[src/rtl/sap_ram_param.sv]
// SAP program/data RAM with memory address register, post-reset zero-fill sweep,
// and a synchronised manual program-write button with optional auto-increment pointer.
module sap_ram_param #(
   parameter int DATA_WIDTH  = 8,
   parameter int ADDR_WIDTH  = 4,
   parameter int SYNC_STAGES = 2,
   parameter int AUTO_INC    = 1
) (
   input  logic                  clk,
   input  logic                  clear,
   input  logic                  prog_mode,
   input  logic [DATA_WIDTH-1:0] dipswitch_data,
   input  logic [ADDR_WIDTH-1:0] dipswitch_addr,
   input  logic                  prog_write_n,
   input  logic [DATA_WIDTH-1:0] bus_in,
   input  logic                  load_addr_reg,
   input  logic                  write_enable,
   input  logic                  output_enable,
   output logic [DATA_WIDTH-1:0] bus_out,
   output logic [ADDR_WIDTH-1:0] mar_out,
   output logic                  busy,
   output logic                  prog_ack
);

   localparam int DEPTH = 2 ** ADDR_WIDTH;
   localparam logic [ADDR_WIDTH-1:0] LAST_ADDR = ADDR_WIDTH'(DEPTH - 1);
   localparam logic [ADDR_WIDTH-1:0] ADDR_ONE  = ADDR_WIDTH'(1);

   localparam logic [1:0] ST_INIT = 2'd0;
   localparam logic [1:0] ST_RUN  = 2'd1;
   localparam logic [1:0] ST_PROG = 2'd2;

   logic [1:0]             state_q, state_d;
   logic [ADDR_WIDTH-1:0]  sweep_q, sweep_d;
   logic [ADDR_WIDTH-1:0]  mar_q, mar_d;
   logic [ADDR_WIDTH-1:0]  ptr_q, ptr_d;
   logic [SYNC_STAGES-1:0] mode_sync_q;
   logic [SYNC_STAGES-1:0] wr_sync_q;
   logic                   wr_prev_q;
   logic                   ack_q, ack_d;

   logic [DATA_WIDTH-1:0]  mem_q [DEPTH];
   logic                   mem_we;
   logic [ADDR_WIDTH-1:0]  mem_waddr;
   logic [DATA_WIDTH-1:0]  mem_wdata;

   logic                   mode_s;
   logic                   wr_fall;
   logic [ADDR_WIDTH-1:0]  eff_addr;

   assign mode_s   = mode_sync_q[SYNC_STAGES-1];
   assign wr_fall  = !wr_sync_q[SYNC_STAGES-1] && wr_prev_q;
   assign eff_addr = (AUTO_INC != 0) ? ptr_q : dipswitch_addr;

   always_comb begin
      // NOTE: every signal assigned here gets a default first, so no path can infer a latch.
      state_d   = state_q;
      sweep_d   = sweep_q;
      mar_d     = mar_q;
      ptr_d     = ptr_q;
      ack_d     = 1'b0;
      mem_we    = 1'b0;
      mem_waddr = sweep_q;
      mem_wdata = '0;
      case (state_q)
         ST_INIT: begin
            mem_we  = 1'b1;
            sweep_d = sweep_q + ADDR_ONE;
            if (sweep_q == LAST_ADDR) state_d = mode_s ? ST_RUN : ST_PROG;
         end
         ST_RUN: begin
            // The write address is the pre-load MAR, even when a load lands on the same edge.
            if (write_enable) begin
               mem_we    = 1'b1;
               mem_waddr = mar_q;
               mem_wdata = bus_in;
            end
            if (load_addr_reg) mar_d = bus_in[ADDR_WIDTH-1:0];
            if (!mode_s) begin
               state_d = ST_PROG;
               if (AUTO_INC != 0) ptr_d = dipswitch_addr;
            end
         end
         ST_PROG: begin
            if (wr_fall) begin
               mem_we    = 1'b1;
               mem_waddr = eff_addr;
               mem_wdata = dipswitch_data;
               ack_d     = 1'b1;
               if (AUTO_INC != 0) ptr_d = ptr_q + ADDR_ONE;
            end
            if ((AUTO_INC != 0) && load_addr_reg) ptr_d = dipswitch_addr;
            if (mode_s) state_d = ST_RUN;
         end
         default: state_d = ST_INIT;
      endcase
   end

   always_ff @(posedge clk or posedge clear) begin
      // NOTE: state registers use non-blocking assignments so every flop samples pre-edge values.
      if (clear) begin
         state_q     <= ST_INIT;
         sweep_q     <= '0;
         mar_q       <= '0;
         ptr_q       <= '0;
         mode_sync_q <= '1;
         wr_sync_q   <= '1;
         wr_prev_q   <= 1'b1;
         ack_q       <= 1'b0;
      end else begin
         state_q     <= state_d;
         sweep_q     <= sweep_d;
         mar_q       <= mar_d;
         ptr_q       <= ptr_d;
         mode_sync_q <= {mode_sync_q[SYNC_STAGES-2:0], prog_mode};
         wr_sync_q   <= {wr_sync_q[SYNC_STAGES-2:0], prog_write_n};
         wr_prev_q   <= wr_sync_q[SYNC_STAGES-1];
         ack_q       <= ack_d;
      end
   end

   // NOTE: the memory array has no reset; the INIT sweep zero-fills it instead.
   always_ff @(posedge clk) begin
      if (mem_we && !clear) mem_q[mem_waddr] <= mem_wdata;
   end

   always_comb begin
      case (state_q)
         ST_RUN:  mar_out = mar_q;
         ST_PROG: mar_out = eff_addr;
         default: mar_out = '0;
      endcase
   end

   assign bus_out  = ((state_q == ST_RUN) && output_enable) ? mem_q[mar_q] : '0;
   assign busy     = (state_q == ST_INIT);
   assign prog_ack = ack_q;

endmodule

[config.mk]
export PLATFORM = sky130hd
export DESIGN_NAME = sap_ram_param
export DESIGN_NICKNAME = d
export VERILOG_FILES = /design/src/rtl/sap_ram_param.sv
export SDC_FILE = /design/constraint.sdc
export NUM_CORES = 1
export LEC_CHECK = 0
export CAP_MARGIN = 20
export CORE_MARGIN = 5
export CORE_UTILIZATION = 51
export CTS_CLUSTER_DIAMETER = 60
export CTS_CLUSTER_SIZE = 8
export DETAILED_ROUTE_END_ITERATION = 12
export PLACE_DENSITY = 0.73
export RECOVER_POWER = 100
export REMOVE_ABC_BUFFERS = 1
export SLEW_MARGIN = 20
export SYNTH_ARGS = -nofsm -noshare
export SYNTH_HDL_FRONTEND = slang
export SYNTH_SLANG_ARGS = --single-unit
[constraint.sdc]
create_clock -name clk -period 2.5 [get_ports clk]
set_input_delay 0.5 -clock clk [delete_from_list [all_inputs] [get_ports clk]]
set_output_delay 0.5 -clock clk [all_outputs]
set_load 0.01 [all_outputs]
After elaboration in Yosys (flattened, before gate mapping)
Memory sizes are Yosys's and may differ from the RTL's.
Index checks and enable logic that the tools add are counted.
{ "classes": {"n_mux": 23, "eq_ne": 7, "addsub": 2, "reduce_logical": 10} }
{ "op_table": {"columns": ["cell", "n"], "rows": [
  ["$mux W8", 3],
  ["$pmux W4 S2", 3],
  ["$mux W4", 5],
  ["$pmux W8 S2", 1],
  ["$add A4 B1 Y4 const B", 2],
  ["$mux W2", 4],
  ["$pmux W2 S3", 1],
  ["$reduce_and A3 Y1", 2],
  ["$mux W1", 5],
  ["$eq A4 B4 Y1 const B", 1],
  ["$ne A2 B2 Y1 const B", 2],
  ["$logic_and A1 B1 Y1", 3],
  ["$ne A3 B3 Y1 const B", 1],
  ["$pmux W1 S3", 1],
  ["$eq A2 B1 Y1 const B", 1],
  ["$eq A2 B2 Y1 const B", 1],
  ["$logic_not A1 Y1", 2],
  ["$logic_not A2 Y1", 1],
  ["$ne A2 B1 Y1 const B", 1],
  ["$reduce_and A2 Y1", 1],
  ["$reduce_bool A2 Y1", 1]
]} }
{ "totals": {"in_bits": 27, "elab_cells": 51, "out_inout_bits": 14, "ramBits": 128, "ff_bits": 20, "memories": 1} }
{ "memory_table": {"columns": ["memory", "words", "word_bits", "rd", "rd_ports_with_merged_regs", "write_ports", "line_no", "text"], "rows": [
  ["mem_q", 16, 8, 1, 0, 1, "42", "logic [DATA_WIDTH-1:0] mem_q [DEPTH];"]
]} }

Depth between registers and ports, before layout
{ "depth": {"ltp_word": 7, "mapped_depth": 9, "depth_no_buf": 7} }

Worst setup path before layout
OpenSTA, ideal clock, no wires.
{ "synth_timing": {"path_type": "reg2reg", "from": "register state_q[0]", "to": "memory mem_q[7][0] (enable)", "stages_incl_launch_ff": 8, "t_required_ps": 2117, "setup_ps": 383, "synth_period_minus_slack_ps": 2647, "path_slack_ps": -147, "n_path_buf": 1, "t_arrival_ps": 2264, "cell_sequence": "dfrtp_1 > inv_1 > ha_1 > and3b_4 > buf_6 > and3_4 > a221o_2 > nor3_1"} }
{ "synth_via": {"elab_chain_len": 5, "word_cells_on_any_way": 8, "classes_between": "eq/ne: 2; mux: 4; reduce/logical: 2"} }
{ "synth_lines": {"columns": ["item", "line_no", "text"], "rows": [
  ["from (decl)", "33", "logic [1:0] state_q, state_d;"],
  ["from (signal assigned)", "111", "state_q <= state_d;"],
  ["$eq A2 B2 Y1, or another cell as far along", "65", "case (state_q)"],
  ["$pmux W1 S3", "65", null],
  ["$logic_and A1 B1 Y1", "124", "if (mem_we && !clear) mem_q[mem_waddr] <= mem_wdata;"],
  ["$mux W1", "124", null],
  ["$mux W1 (not written as such)", "124", null],
  ["to (decl)", "42", null]
]} }
Several ways; a longest one is shown, not always the timed one.

Worst setup path after layout
{ "layout_timing": {"from": "register mar_q[0]", "to": "output bus_out[6]"} }
{ "layout_via": {"elab_chain_len": 2} }
{ "layout_lines": {"columns": ["item", "line_no", "text"], "rows": [
  ["from (decl)", "35", "logic [ADDR_WIDTH-1:0] mar_q, mar_d;"],
  ["from (signal assigned)", "113", "mar_q <= mar_d;"],
  ["$mem_v2 Z16 W8", null, null],
  ["$mux W8", "135", "assign bus_out = ((state_q == ST_RUN) && output_enable) ? mem_q[mar_q] : '0;"],
  ["to (decl)", "19", "output logic [DATA_WIDTH-1:0] bus_out,"]
]} }
No other way between the ends.

==> out/summary.md <==
### Outcome
* complete, but fails checks — outcome
* negative setup slack — violated checks

### STA
* 0.356 ns — Worst Hold Slack
* 59 — setup-violating endpoint count in the final report
* -0.171 ns — final setup margin
* 0 — count of final hold-check violations
* 0.0104 ns — worst-case clock skew
* 107% — final cycle utilization of the critical path
* 49.5% — remaining max-slew budget at the tightest pin
* 0 — number of max-slew violations in the final report
* 2.67 ns — Period minus WS final
* 0.754 ns — Worst Tran Pin Value
* 0.374 GHz — fmax
* true — RSZ-0062 raised after global routing

### CTS
* 0.06 ns — clk slew on worst S/H paths
* clkbuf_16 — cell chosen for the clock root
* done — TritonCTS clock tree
* 148 — CTS Sinks
* 4 — H-tree levels
* 17 — total clock buffers created by CTS
* 0.42 ns — clock insertion delay at the later pin of the skew report
* 2 — maximum clock path buffer count

### Routing
* 5.58 — Vias/cell
* 3693 — total via count in the routed design
* 6 — first-pass detailed-route iteration total
* 20.7 um — average wire per standard cell
* 13700 um — final wirelength
* 0 — number of remaining DRC errors
* 0 — post-route ant nets
* 351 — number of DRC markers in iteration 0

### Power and ir drop
* 2.84 nW — Leak Pwr
* 513 uV — worst vdd ir
* 32.7% — switching part of the total
* 35.3% — Flop pwr share
* 0.00630 W — internal cell power
* 1160 mW/mm^2 — power per cell area
* 0.00306 W — Net Sw Power
* 23.6% — share of power burned in the clock network
* 41.1% — relative contribution of combinational cells to total power

### Layout
* 67.1% — post-route core utilization
* 662 — final standard cell count with taps included and fillers excluded
* 28.9% — signed area change from the synthesized netlist to the final layout
* edfxtp_1 (128), buf_4 (39), mux4_2 (27) — commonest cells after routing, fill and taps aside
* 514 — net count of the finished layout
* 0 — count of antenna diodes in the layout
* 35.4% — ratio of cells with drive above 1 in the final layout
* edfxtp_1 — leading cell type in the layout, fill and taps excluded

### Setup path
* 0.51 ns — largest incremental delay on the critical path
* 4 — Worst Path Buf+Inv
* output port — capturing element type of the critical path
* 2.00 ns — required time at the endpoint of the critical path
* reg2out — type of the worst setup path
* multiplexers — cell class contributing the biggest share of worst-path delay
* register — critical path launch point type
* mux4_2 — slowest stage cell, crit path
* buf_12, buf_6, buf_6, mux4_2, mux2i_4, o22ai_2, buf_2 — critical path cell sequence
* buf_6 — most frequent CP cell
* 7 — Crit Path Max Fanout
* 2.17 ns — endpoint arrival time on the critical path

### Global route
* 0 — gr ovfl total
* 0 — number of antenna violations at the first check in global routing
* 3884 — vias in the first global route
* 19.7% — Overall Global Routing Usage
* 21100 um — global-route wire length before repair
* 33 — pin count of the biggest net entering global routing

### Logic synthesis
* 17.0 um^2 — mean cell area of the mapped netlist
* 369 — cell count after synthesis
* 128 — EDFF count, synth
* edfxtp_1 — ys flop type
* 148 — post-synthesis sequential element count
* 69.3% — sequential fraction of the synthesis area
* 45 — Unique masters post-synth
* 0.00628 mm^2 — Netlist Area Pre-Place
* 13.5% — async set-reset flop share out of synthesis
* 0 — warnings from Yosys

### Flow run
* 0 — Max-Cap Viols

### Place
* 0.838 — GPL Wtd Cong
* 605 — number of instances in the placed design
* 8640 um — HPWL after DPL
* 40 — Port Buf Inserts

### Die
* 40 — placement row count
* 121 um — die extent in x
* 121 um — Die Span Y
* 52.0% — initial core utilization
* 0.0146 mm^2 — area of the die
* 0.0121 mm^2 — area of the core
* 41 — I/O pin count

### Worst hold path
* reg2reg — class of the most critical hold timing path

layout make-up:
type / count / area, um^2
clock buffer: 18 / 429
tap: 168 / 210
fill: 803 / 3970
inverter: 6 / 22.5
multi-input combinational: 197 / 1960
clock inverter: 14 / 88.8
timing repair buffer: 111 / 1030
sequential: 148 / 4350
worst paths after layout:
path	from	to	slack, ns	cells past startpoint
max	mar_q[0]$_DFFE_PP0P_	bus_out[6]	-0.17	7
min	mode_sync_q[0]$_DFF_PP1_	mode_sync_q[1]$_DFF_PP1_	0.36	0
max reg2reg	state_q[0]$_DFFE_PP0P_	mem_q[15][4]$_DFFE_PP_	-0.09	10
min reg2reg	mode_sync_q[0]$_DFF_PP1_	mode_sync_q[1]$_DFF_PP1_	0.36	0
max in group asynchronous	clear	mar_q[0]$_DFFE_PP0P_	1.29	2
min in group asynchronous	clear	sweep_q[0]$_DFFE_PP0N_	0.69	2
layer usage:
metal | up-vias | share of wire (%) | global-route usage, %
met5 | - | 0 | 0
met2 | 132 | 52 | 33.0
met1 | 1829 | 39 | 24.3
li1 | 1705 | - | -
met4 | 0 | 2.3 | 7.65
met3 | 27 | 7.1 | 5.73
cells in the mapped netlist (2+ instances only):
cell      number  share of area (%)
buf_6          3               0.54
and2_1         2               0.20
a21oi_1        8               0.64
edfxtp_1     128                 61
dfstp_2        5                2.1
a22oi_1       17                2.0
mux2i_1       12                1.9
inv_1          5               0.30
mux4_2        27                9.7
nand3_1        3               0.24
o21ai_0       13                1.0
nor2_1        11               0.66
buf_4          3               0.36
mux2_2         5               0.90
o22ai_1        3               0.30
a311oi_1       5               0.70
ha_1           6                1.2
nor3_1        10               0.80
buf_2          8               0.64
nor2b_1       24                2.4
nand2_1       18                1.1
clkbuf_1       3               0.18
nand2b_1       4               0.40
a211oi_1       6               0.72
a221oi_2       3               0.72
xnor2_1        2               0.28
and3_1         3               0.30
dfrtp_1       15                6.0
flip-flops by register name, summed over array words and instances, names as in the netlist:
signal / cells
eff_addr: 4
mar_q: 4
mem_q: 128
mode_sync_q: 2
prog_ack: 1
state_q: 2
sweep_q: 4
wr_prev_q: 1
wr_sync_q: 2
power groups by stage:
stage	Combinational, W	Clock, W	Sequential [W]
CTS	0.00365	0.00223	0.00330
finish	0.00385	0.00221	0.00330
floorplan	0.00171	0	0.00352
global placement	0.00309	0	0.00332
detailed placement	0.00312	0	0.00334
global route	0.00414	0.00236	0.00334
metrics by stage:
stage	total power (W)	cell area (um^2)	worst slack, ns	TNS, ns
6_report	0.00937	8090	-0.171	-2.52
5_1_grt	0.00984	8090	-0.246	-21.95
4_1_cts	0.00918	7990	-0.172	-0.893
3_5_place_dp	0.00646	7170	-0.375	-26.79
3_3_place_gp	0.00640	7170	-0.339	-14.33
2_1_floorplan	0.00523	6170	-0.649	-41.67
repair_timing:
| action | in CTS | in global routing |
|---|---|---|
| endpoints found under the setup margin | 86 | 171 |
| hold endpoints to repair | 0 | 0 |
| gates cloned | 1 | 0 |
| gates resized for setup | 69 | 26 |
| hold buffers | 0 | 0 |
| buffers inserted | 18 | 7 |
| pin swaps | 13 | 8 |
cell families (layout without fill, tap and decap cells):
logic type	after synthesis	in the layout	synth area share [%]
XOR/XNOR	3	3	0.419
AND/OR/NAND/NOR	82	82	6.98
adder cells (fa/ha/maj)	6	6	1.20
AO/OA/AOI/OAI	62	62	7.47
buffers and inverters	24	149	2.13
multiplexers	44	44	12.5
flip-flops	148	148	69.3
Power figures use the tool's default switching activity.
